$ cat config.mk
export PLATFORM = sky130hd
export DESIGN_NAME = shift_sequencer
export DESIGN_NICKNAME = d
export VERILOG_FILES = /design/src/rtl/shift_sequencer.sv
export SDC_FILE = /design/constraint.sdc
export NUM_CORES = 1
export LEC_CHECK = 0
export BUFFER_PORTS_ARGS = -buffer_cell sky130_fd_sc_hd__buf_4
export CELL_PAD_IN_SITES_DETAIL_PLACEMENT = 1
export CELL_PAD_IN_SITES_GLOBAL_PLACEMENT = 1
export CORE_ASPECT_RATIO = 0.6
export CORE_UTILIZATION = 43
export CTS_CLUSTER_SIZE = 24
export DETAILED_ROUTE_END_ITERATION = 16
export PLACE_DENSITY = 0.94
export SKIP_LAST_GASP = 1
export SYNTH_ARGS = -nofsm -noshare
export SYNTH_HDL_FRONTEND = slang
export SYNTH_SLANG_ARGS = --single-unit
$ cat constraint.sdc
create_clock -name clk -period 3.6 [get_ports clk]
set_input_delay 0.72 -clock clk [delete_from_list [all_inputs] [get_ports clk]]
set_output_delay 0.72 -clock clk [all_outputs]
set_load 0.01 [all_outputs]
$ cat src/rtl/shift_sequencer.sv
`default_nettype none
// ============================================================================
// Module      : shift_sequencer
// Description : Iterative SLL/SRL/SRA unit that shifts at most STEP bit
//               positions per clock, with valid/ready request and result ports.
// Revision    : 1.0 - initial release
// ============================================================================
module shift_sequencer #(
    parameter int WIDTH   = 32,
    parameter int SHAMT_W = 5,
    parameter int STEP    = 4
) (
    input  logic               clk,
    input  logic               reset,
    input  logic               flush,
    input  logic               req_valid,
    output logic               req_ready,
    input  logic [WIDTH-1:0]   req_a,
    input  logic [SHAMT_W-1:0] req_shamt,
    input  logic [1:0]         req_op,
    output logic               res_valid,
    input  logic               res_ready,
    output logic [WIDTH-1:0]   res_data,
    output logic               busy
);

    localparam logic [1:0] S_IDLE  = 2'b00;
    localparam logic [1:0] S_SHIFT = 2'b01;
    localparam logic [1:0] S_DONE  = 2'b10;

    localparam logic [1:0] c_op_sll = 2'b00;
    localparam logic [1:0] c_op_sra = 2'b11;

    localparam logic [SHAMT_W:0] c_step = (SHAMT_W + 1)'(STEP);

    logic [1:0]         state_q, state_d;
    logic [WIDTH-1:0]   acc_q, acc_d;
    logic [SHAMT_W-1:0] rem_q, rem_d;
    logic [1:0]         op_q, op_d;

    logic [SHAMT_W:0]   w_n;
    logic [WIDTH-1:0]   w_shifted;

    // Step size is min(remaining, STEP); one extra bit lets STEP equal WIDTH.
    assign w_n = ({1'b0, rem_q} < c_step) ? {1'b0, rem_q} : c_step;

    // Small mux over the STEP+1 fixed shifts instead of a full barrel shifter.
    always_comb begin
        w_shifted = acc_q;
        for (int k = 1; k <= STEP; k++) begin
            if (w_n == (SHAMT_W + 1)'(k)) begin
                if (op_q == c_op_sll) begin
                    w_shifted = acc_q << k;
                end else if (op_q == c_op_sra) begin
                    w_shifted = $signed(acc_q) >>> k;
                end else begin
                    w_shifted = acc_q >> k;
                end
            end
        end
    end

    always_comb begin
        state_d = state_q;
        acc_d   = acc_q;
        rem_d   = rem_q;
        op_d    = op_q;
        if (flush) begin
            state_d = S_IDLE;
        end else begin
            case (state_q)
                S_IDLE: begin
                    if (req_valid) begin
                        acc_d   = req_a;
                        rem_d   = req_shamt;
                        op_d    = req_op;
                        state_d = (req_shamt == '0) ? S_DONE : S_SHIFT;
                    end
                end
                S_SHIFT: begin
                    acc_d = w_shifted;
                    rem_d = rem_q - w_n[SHAMT_W-1:0];
                    if ({1'b0, rem_q} == w_n) begin
                        state_d = S_DONE;
                    end
                end
                S_DONE: begin
                    if (res_ready) begin
                        state_d = S_IDLE;
                    end
                end
                default: state_d = S_IDLE;
            endcase
        end
    end

    always_ff @(posedge clk or posedge reset) begin
        if (reset) begin
            state_q <= S_IDLE;
            acc_q   <= '0;
            rem_q   <= '0;
            op_q    <= '0;
        end else begin
            state_q <= state_d;
            acc_q   <= acc_d;
            rem_q   <= rem_d;
            op_q    <= op_d;
        end
    end

    assign req_ready = (state_q == S_IDLE);
    assign res_valid = (state_q == S_DONE);
    assign busy      = (state_q != S_IDLE);
    assign res_data  = acc_q;

endmodule
`default_nettype wire

==> results of run 1 <==
## how the worst max path moves through the flow
stage | end | cells after the start | slack (ps) | start
after detailed placement | res_data[4] | 7 | 900 | flush
after floorplan | res_data[15] | 6 | 1750 | flush
final | res_data[25] | 6 | 960 | rem_q[2]
after global routing | res_data[25] | 6 | 850 | rem_q[2]
after global placement | res_data[26] | 7 | 1050 | flush
after CTS | res_data[25] | 6 | 1030 | rem_q[2]
## cells in the mapped netlist (4+ instances only)
library cell  number
o21a_1             9
inv_1              5
nor2_1            43
buf_2             26
a311oi_1          10
clkbuf_1          22
a21oi_1           40
nand2_1           46
nor3_1            20
a211oi_1          16
nor4b_1            5
nand3_1           10
a31oi_1           51
o211ai_1          10
nor3b_1            9
mux2i_1            4
dfrtp_1           41
o21ai_0           50
nand4_1            7
and4_1             7
or3b_2             7
o21ai_1            7
## cells in the final DEF (no fill, tap or decap), types with 4 or more instances in the layout
master	instances
nor2_1	42
nor3b_1	9
nor4b_1	5
o21ai_0	50
or3b_2	7
nor3_1	19
nand3_1	10
clkbuf_16	5
mux2i_1	4
inv_1	5
a21oi_1	39
dfrtp_1	41
nand2_1	46
and4_1	7
o21ai_1	7
o211ai_1	10
a211oi_1	16
a31oi_1	51
a311oi_1	10
o21a_1	9
nand4_1	7
buf_4	91
## sequential cells by signal (all words and copies together) (netlist names)
name	cells
op_q	2
rem_q	5
res_data	32
state_q	2
## per-layer routing
metal  vias to the layer above  GRT usage  routed length [um]
met3                        50    0.08896                1808
met5                         -          0                   0
li1                       2045          -                   -
met4                         0     0.1248                 314
met1                      2323     0.4669                6549
met2                       321     0.5612                6874
## cell families after synthesis
logic type / after synthesis / share of synthesized area
mux: 7 / 0.01987
compound gates: 226 / 0.3904
flops: 41 / 0.2762
xor+xnor: 1 / 0.002358
fa+ha+maj: 2 / 0.006735
buf+inv: 57 / 0.07073
other cells: 2 / 0.002022
simple gates: 169 / 0.2317
## power by group through the flow
| stage | combinational (uW) | clock (uW) | sequential, uW |
|---|---|---|---|
| CTS | 3040 | 465 | 1050 |
| detailed placement | 3010 | 0 | 1060 |
| global route | 3350 | 480 | 1100 |
| global placement | 2880 | 0 | 1040 |
| finish | 3150 | 467 | 1070 |
| floorplan | 2040 | 0 | 979 |
## worst reg2reg max path, cell delays in order, from the launching register on
cell	delay (ps)
dfrtp_1	460
or3_1	640
nor2_4	690
buf_4	350
a31oi_1	110
o21ai_0	120
a31oi_1	110
## stage by stage
step / utilization / hold WS, ps / instances
after floorplan: - / 538.0 / 505
after global placement: 0.5303 / 517.8 / 652
after detailed placement: 0.5303 / 535.2 / 652
after CTS: 0.5471 / 552.1 / 660
after global routing: 0.5471 / 591.0 / 660
final: 0.5471 / 558.7 / 660
## layout make-up
type / instances / share of cell area
sequential: 41 / 0.2306
timing repair buffer: 91 / 0.1535
multi-input combinational: 407 / 0.5506
tap: 108 / 0.03037
inverter: 5 / 0.004218
clock buffer: 8 / 0.03065
==> results_dict.tcl, run 1 <==
set metrics [dict create \
    p_int_uw 2075 \
    postSynthAreaPerCell_um2 7.356 \
    finalMaxSlewViolations 0 \
    overflow 0 \
    diodes 0 \
    dpl_cell_area_um2 4313 \
    synth_edf_count 0 \
    hold_path_end "res_data[18]" \
    cts_tree "yes" \
    yosysTopAreaCell "dfrtp_1" \
    hold_violations 0 \
    fin_crit_ps 2637 \
    layout.nets 597 \
    cts_hold_buffers 0 \
    synth_top_area_share 0.2762 \
    regArea_um2 1026 \
    max_slew.worst_pin.slew_ps 1046 \
    grt_first_pass_wirelength_um 24550 \
    switchingPower_uw 2614 \
    cp_cell_sequence "or3_1 -> nor2_4 -> buf_4 -> a31oi_1 -> o21ai_0 -> a31oi_1" \
    total_power_uw 4689 \
    multi_input_comb_area_um2 2450 \
    grt_max_degree 56 \
    skew_ps 5.336 \
    place_ws_ps 902.9 \
    synthCells 505 \
    end_kind "register" \
    area_growth_pct 19.77 \
    crit_slowest_cell "nor2_4" \
    dp_hpwl_um 10390 \
    die_area_um2 9027 \
    grt_antenna_before_repair 0 \
    place.gp.congestion 0.9377 \
    io_buffers 78 \
    synth_area_um2 3715 \
    synth_flop_cell "dfrtp_1" \
    grt_pass1_vias 4629 \
    drtIter0Drc 584 \
    syn_nets 551 \
    post_cts_buffers 0 \
    rows 25 \
    power_frac_comb 0.671 \
    worstSetupStartpointType "register" \
    required_ps 3740 \
    clock_latency_ps 300 \
    async_flop_share 1.000 \
    fp.dieH_um 74.00 \
    clockPowerShare 0.100 \
    rrSetupSlack_ps 960 \
    clk_pin_slew_ps 60 \
    reg2reg_depth 6 \
    initial_core_util 0.4568 \
    yosysSeqAreaShare 0.2762 \
    ys_types 55 \
    r2r-start "rem_q[2]" \
    cp_common_cell "a31oi_1" \
    numCtsBuffers 5 \
    seqPwrFrac 0.229 \
    io_pins 79 \
    setup_ws_ps 962.8 \
    max_clock_freq_mhz 379.2 \
    core_area_um2 8133 \
    wl_per_cell_um 23.56 \
    cp.arrival_ps 2780 \
    cts_resized 0 \
    synth_area_leaders "dfrtp_1 28%, a31oi_1 8.6%, o21ai_0 6.7%" \
    hold_depth 2 \
    yosys_warnings 0 \
    cts_sinks 41 \
    swShare 0.5575 \
    fin_tns_setup_ps 0 \
    timing.final.crit_share 0.7326 \
    slew_headroom 0.3028 \
    cp_max_fo 32 \
    critPathTopFamily "simple AND/OR/NAND/NOR gates" \
    firstDrtPassIters 5 \
    routed_wl_um 15550 \
    timing.rr.end "res_data[25]" \
    die_w_um 122.0 \
    power.density_nw_per_um2 1054 \
    final_area_um2 4449 \
    vias 4739 \
    cp.buffers_inverters 1 \
    worstHoldPathType "reg2reg" \
    ys_seq_elements 41 \
    maxCapViolations 0 \
    n_fill_cell 1026 \
    grtUsageTotal 0.3519 \
    root_buffer "clkbuf_16" \
    drive_above_1_share 0.2138 \
    ant_nets 0 \
    drc 0 \
    max_stage_delay_ps 690 \
    cts_max_path_buffers 2 \
    outcome "completed" \
    ctsHtreeMaxLevel 2 \
    p_leak_uw 0.001699 \
    setup_viol 0 \
    hp-start "res_data[18]" \
    crit_type "reg2reg" \
    rsz0062_at_grt "no" \
    viasPerCell 7.180 \
    max-vdd-ir-drop_uv 652.3 \
]
No activity file was read; power rests on OpenSTA's default activity.
==> inputs of run 2 (changes only) <==
- CORE_UTILIZATION: 43 -> 40
- PLACE_DENSITY: 0.94 -> 0.89
- clock period: 3.6 -> 2.7 ns (I/O delays scaled with it)
==> results_dict.tcl, run 2 (synthesized netlist as in run 1, its figures left out) <==
set metrics [dict create \
    end_kind "register" \
    root_buffer "clkbuf_16" \
    grt_first_pass_wirelength_um 25120 \
    rrSetupSlack_ps 480 \
    io_buffers 78 \
    clk_pin_slew_ps 70 \
    finalMaxSlewViolations 0 \
    reg2reg_depth 6 \
    cts_max_path_buffers 2 \
    initial_core_util 0.4245 \
    final_area_um2 4604 \
    rsz0062_at_grt "no" \
    max_stage_delay_ps 530 \
    wl_per_cell_um 22.70 \
    critPathTopFamily "simple AND/OR/NAND/NOR gates" \
    cp_max_fo 16 \
    crit_type "reg2reg" \
    cp.buffers_inverters 1 \
    cp_cell_sequence "nand2b_1 -> nor2_1 -> buf_4 -> a31oi_1 -> o221ai_1 -> a31oi_1" \
    place.gp.congestion 1.001 \
    swShare 0.5423 \
    fin_crit_ps 2219 \
    endpoint "res_data[29]" \
    slew_headroom 0.4093 \
    seqPwrFrac 0.234 \
    hold_violations 0 \
    switchingPower_uw 3453 \
    mostFrequentLayoutCells "103 x buf_4, 51 x a31oi_1, 50 x o21ai_0" \
    layout.nets 612 \
    dpl.cell_count 671 \
    grt_pass1_vias 4590 \
    io_pins 79 \
    p_leak_uw 0.001785 \
    setup_viol 0 \
    overflow 0 \
    rows 26 \
    drive_above_1_share 0.2346 \
    routed_wl_um 15410 \
    power_frac_comb 0.669 \
    cts_resized 0 \
    setup_ws_ps 480.7 \
    cts_sinks 41 \
    worstSetupStartpointType "register" \
    die_w_um 126.4 \
    cts_hold_buffers 0 \
    die_area_um2 9689 \
    area_growth_pct 23.95 \
    timing.rr.end "res_data[29]" \
    power.density_nw_per_um2 1383 \
    ant_nets 0 \
    hold_slack_ps 402.2 \
    largest_reg_flops 32 \
    post_cts_buffers 0 \
    cp_common_cell "a31oi_1" \
    timing.final.crit_share 0.8219 \
    final_cells 679 \
    r2r-start "rem_q[1]" \
    cp.arrival_ps 2380 \
    max_slew.worst_pin.slew_ps 880.2 \
    max-vdd-ir-drop_uv 463.9 \
    final_common_cell "buf_4" \
    drc 0 \
    crit_path_start "rem_q[1]" \
    firstDrtPassIters 5 \
    worstHoldPathType "in2async" \
    cts_tree "yes" \
    core_area_um2 8751 \
    vias 4552 \
    dp_hpwl_um 10920 \
    p_int_uw 2915 \
    max_clock_freq_mhz 450.6 \
    grt_max_degree 42 \
    fin_tns_setup_ps 0 \
    required_ps 2860 \
    use_met1 0.4781 \
    drtIter0Drc 479 \
    grtUsageTotal 0.3281 \
    outcome "completed" \
    use_met2 0.4994 \
    fp.dieH_um 76.65 \
    place_ws_ps 577.8 \
    busiest_layer "met2" \
    clockPowerShare 0.096 \
    numCtsBuffers 5 \
    skew_ps 6.992 \
    crit_cells 6 \
    diodes 0 \
    grt_antenna_before_repair 0 \
    ctsHtreeMaxLevel 2 \
    viasPerCell 6.704 \
    dpl_cell_area_um2 4468 \
    grtUsageMet3 0.04916 \
    crit_slowest_cell "dfrtp_1" \
    clock_latency_ps 290 \
    maxCapViolations 0 \
]
-- run 2: cell types whose count changed in the layout (fill, tap and decap cells not counted) --
cell / previous run / this run
buf_4: 91 / 103
buf_12: 0 / 3
-- run 2: worst register-to-register path, delay by kind of cell, from the launching register on --
| family | cells | cell delay (ps) |
|---|---|---|
| compound gates | 3 | 580 |
| buf+inv | 1 | 210 |
| flops | 1 | 530 |
| simple gates | 2 | 780 |
-- run 2: area by class of cell --
cell class | instances | area [um^2]
multi-input combinational | 407 | 2450
tap | 112 | 140.1
inverter | 5 | 18.77
clock buffer | 8 | 136.4
timing repair buffer | 106 | 833.3
sequential | 41 | 1026
fill | 1119 | 4146
-- run 2: power groups by stage --
stage / Sequential, uW / Combinational [uW] / Clock, uW
after floorplan: 1310 / 2710 / 0
after global placement: 1440 / 4030 / 0
after detailed placement: 1470 / 4140 / 0
after CTS: 1470 / 4170 / 625
after global routing: 1530 / 4600 / 653
final: 1490 / 4260 / 614
-- run 2: worst min-delay path by stage --
stage | to | slack (ps) | start | depth (start not counted)
6_report | res_data[16] | 400 | reset | 3
5_1_grt | state_q[1] | 460 | flush | 2
4_1_cts | res_data[18] | 430 | reset | 3
3_5_place_dp | res_data[21] | 560 | res_data[21] | 2
3_3_place_gp | res_data[21] | 550 | res_data[21] | 2
2_1_floorplan | res_data[18] | 540 | res_data[18] | 2
-- run 2: routing by layer --
layer / wire [um] / part of all wire / up-vias
met4: 197 / 0.013 / 0
met1: 7053 / 0.46 / 2189
met3: 1319 / 0.086 / 21
met5: 0 / 0 / -
li1: - / - / 2081
met2: 6840 / 0.44 / 261
-- run 2: through the flow --
stage                 util  total power [uW]
global route        0.5262              6789
detailed placement  0.5106              5612
global placement    0.5106              5469
finish              0.5262              6368
CTS                 0.5262              6264
floorplan                -              4019
==> inputs of run 3 (changes only) <==
- ABC_AREA: unset -> 1
- CORE_UTILIZATION: 40 -> 38
- clock period: 2.7 -> 2.25 ns (I/O delays scaled with it)
==> results_dict.tcl, run 3 <==
set metrics [dict create \
    outcome "completed" \
    grt_max_degree 47 \
    clockPowerShare 0.134 \
    seqPwrFrac 0.213 \
    r2r-start "rem_q[3]" \
    worstHoldPathType "in2async" \
    root_buffer "clkbuf_16" \
    crit_path_start "rem_q[3]" \
    cts_max_path_buffers 2 \
    overflow 0 \
    dp_hpwl_um 10850 \
    finalMaxSlewViolations 0 \
    initial_core_util 0.4030 \
    yosys_warnings 0 \
    wl_per_cell_um 18.66 \
    end_kind "register" \
    swShare 0.5435 \
    slew_headroom 0.4990 \
    clock_latency_ps 300 \
    drc 0 \
    grt_antenna_before_repair 0 \
    final_cells 828 \
    drive_above_1_share 0.1719 \
    skew_ps 2.525 \
    dpl.cell_count 820 \
    io_pins 79 \
    cts_sinks 41 \
    ys_seq_elements 41 \
    fin_tns_setup_ps 0 \
    cp.arrival_ps 2320 \
    cp_max_fo 46 \
    async_flop_share 1.000 \
    reg2reg_depth 8 \
    grtUsageTotal 0.3122 \
    final_common_cell "nand2_1" \
    syn_nets 679 \
    core_area_um2 9425 \
    largest_reg_flops 32 \
    place.gp.congestion 0.9385 \
    layout.nets 743 \
    hold_violations 0 \
    synth_area_um2 3799 \
    ctsHtreeMaxLevel 2 \
    viasPerCell 5.762 \
    synth_flop_cell "dfrtp_1" \
    firstDrtPassIters 5 \
    rows 27 \
    clk_pin_slew_ps 70 \
    drtIter0Drc 493 \
    synthTopCellsByCount "207 x nand2_1, 97 x nand3_1, 67 x nor2_1, 48 x o21ai_0, 47 x a21oi_1" \
    total_power_uw 7383 \
    timing.final.crit_share 0.9476 \
    ys_types 36 \
    max-vdd-ir-drop_uv 494.8 \
    max_slew.worst_pin.slew_ps 748.9 \
    p_int_uw 3370 \
    synth_top_area_share 0.2701 \
    grt_pass1_vias 4776 \
    area_growth_pct 22.04 \
    fin_crit_ps 2132 \
    max_clock_freq_mhz 469.0 \
    p_leak_uw 0.002412 \
    io_buffers 78 \
    worstSetupStartpointType "register" \
    fp.dieH_um 79.45 \
    grt_first_pass_wirelength_um 24920 \
    die_area_um2 10410 \
    required_ps 2440 \
    synth_area_leaders "dfrtp_1 27%, nand2_1 20%, nand3_1 13%" \
    yosysSeqAreaShare 0.2701 \
    maxCapViolations 0 \
    synthCells 633 \
    yosysMostFrequentCell "nand2_1" \
    power.density_nw_per_um2 1593 \
    diodes 0 \
    setup_viol 0 \
    cts_tree "yes" \
    n_fill_cell 1296 \
    power_frac_comb 0.653 \
    numCtsBuffers 5 \
    yosysTopAreaCell "dfrtp_1" \
    die_w_um 131.1 \
    cts_hold_buffers 0 \
    routed_wl_um 15450 \
    rsz0062_at_grt "yes" \
    synth_edf_count 0 \
    postSynthAreaPerCell_um2 6.001 \
    ant_nets 0 \
    switchingPower_uw 4013 \
    crit_type "reg2reg" \
    vias 4771 \
    mostFrequentLayoutCells "207 x nand2_1, 97 x nand3_1, 86 x buf_4" \
]
-- run 3: path summary, 6_finish.rpt --
path                                 to  slack, ps
setup reg to reg            res_data[5]        120
hold reg to reg            res_data[15]        550
min in group clk                op_q[1]        400
max in group asynchronous   res_data[4]       1540
setup / recovery            res_data[5]        120
hold / removal             res_data[19]        300
-- run 3: kinds of logic (layout without fill, tap and decap cells) --
family | count (synthesis) | count (layout) | share of synthesized area
flip-flops | 41 | 41 | 0.2701
AND/OR/NAND/NOR | 394 | 394 | 0.4608
AO/OA/AOI/OAI | 113 | 113 | 0.1607
other | 2 | 2 | 0.001977
adder cells (fa/ha/maj) | 2 | 2 | 0.006587
buffers and inverters | 81 | 146 | 0.09980
-- run 3: metal layers --
| metal | routed length [um] | GRT usage |
|---|---|---|
| met3 | 1080 | 0.04558 |
| met5 | 0 | 0 |
| met2 | 7067 | 0.5026 |
| met4 | 268 | 0.09195 |
| met1 | 7034 | 0.4312 |
-- run 3: power by group through the flow --
stage	logic [uW]	registers (uW)	clock network, uW
after global routing	5300	1610	1010
after floorplan	3070	1560	0
after global placement	4440	1540	0
after CTS	4730	1560	986
final	4820	1570	986
after detailed placement	4660	1560	0
-- run 3: final cells by class --
type                            count  area, um^2  area share
Clock buffer                        5       125.1     0.02699
Clock inverter                      3       65.06     0.01404
Inverter                           51       195.2     0.04211
Multi-Input combinational cell    511        2396      0.5169
Sequential cell                    41        1026      0.2213
Tap cell                          130       162.7     0.03509
Timing Repair Buffer               87       665.6      0.1436
-- run 3: stage by stage --
step / setup WS (ps) / instance area [um^2] / hold WS (ps) / util
global placement: 317.7 / 4443 / 526.7 / 0.4714
CTS: 128.5 / 4633 / 333.7 / 0.4916
finish: 117.9 / 4636 / 304.3 / 0.4918
global route: -0.5398 / 4636 / 376.4 / 0.4918
detailed placement: 154.0 / 4443 / 532.2 / 0.4714
floorplan: 700.4 / 3799 / 516.0 / -
-- run 3: timing repair --
item                       in CTS  in global routing
gates resized for setup         0                  1
setup endpoints to repair       0                  1
setup buffers                   0                  0
-- run 3: critical path, stage by stage (launching register included) --
cell and delay [ps]:
dfrtp_1 440, nor2_4 240, nand2_8 190, nor2_8 290
nand3_4 140, nand2_8 300, inv_4 180, nor2_1 160
a21oi_1 60
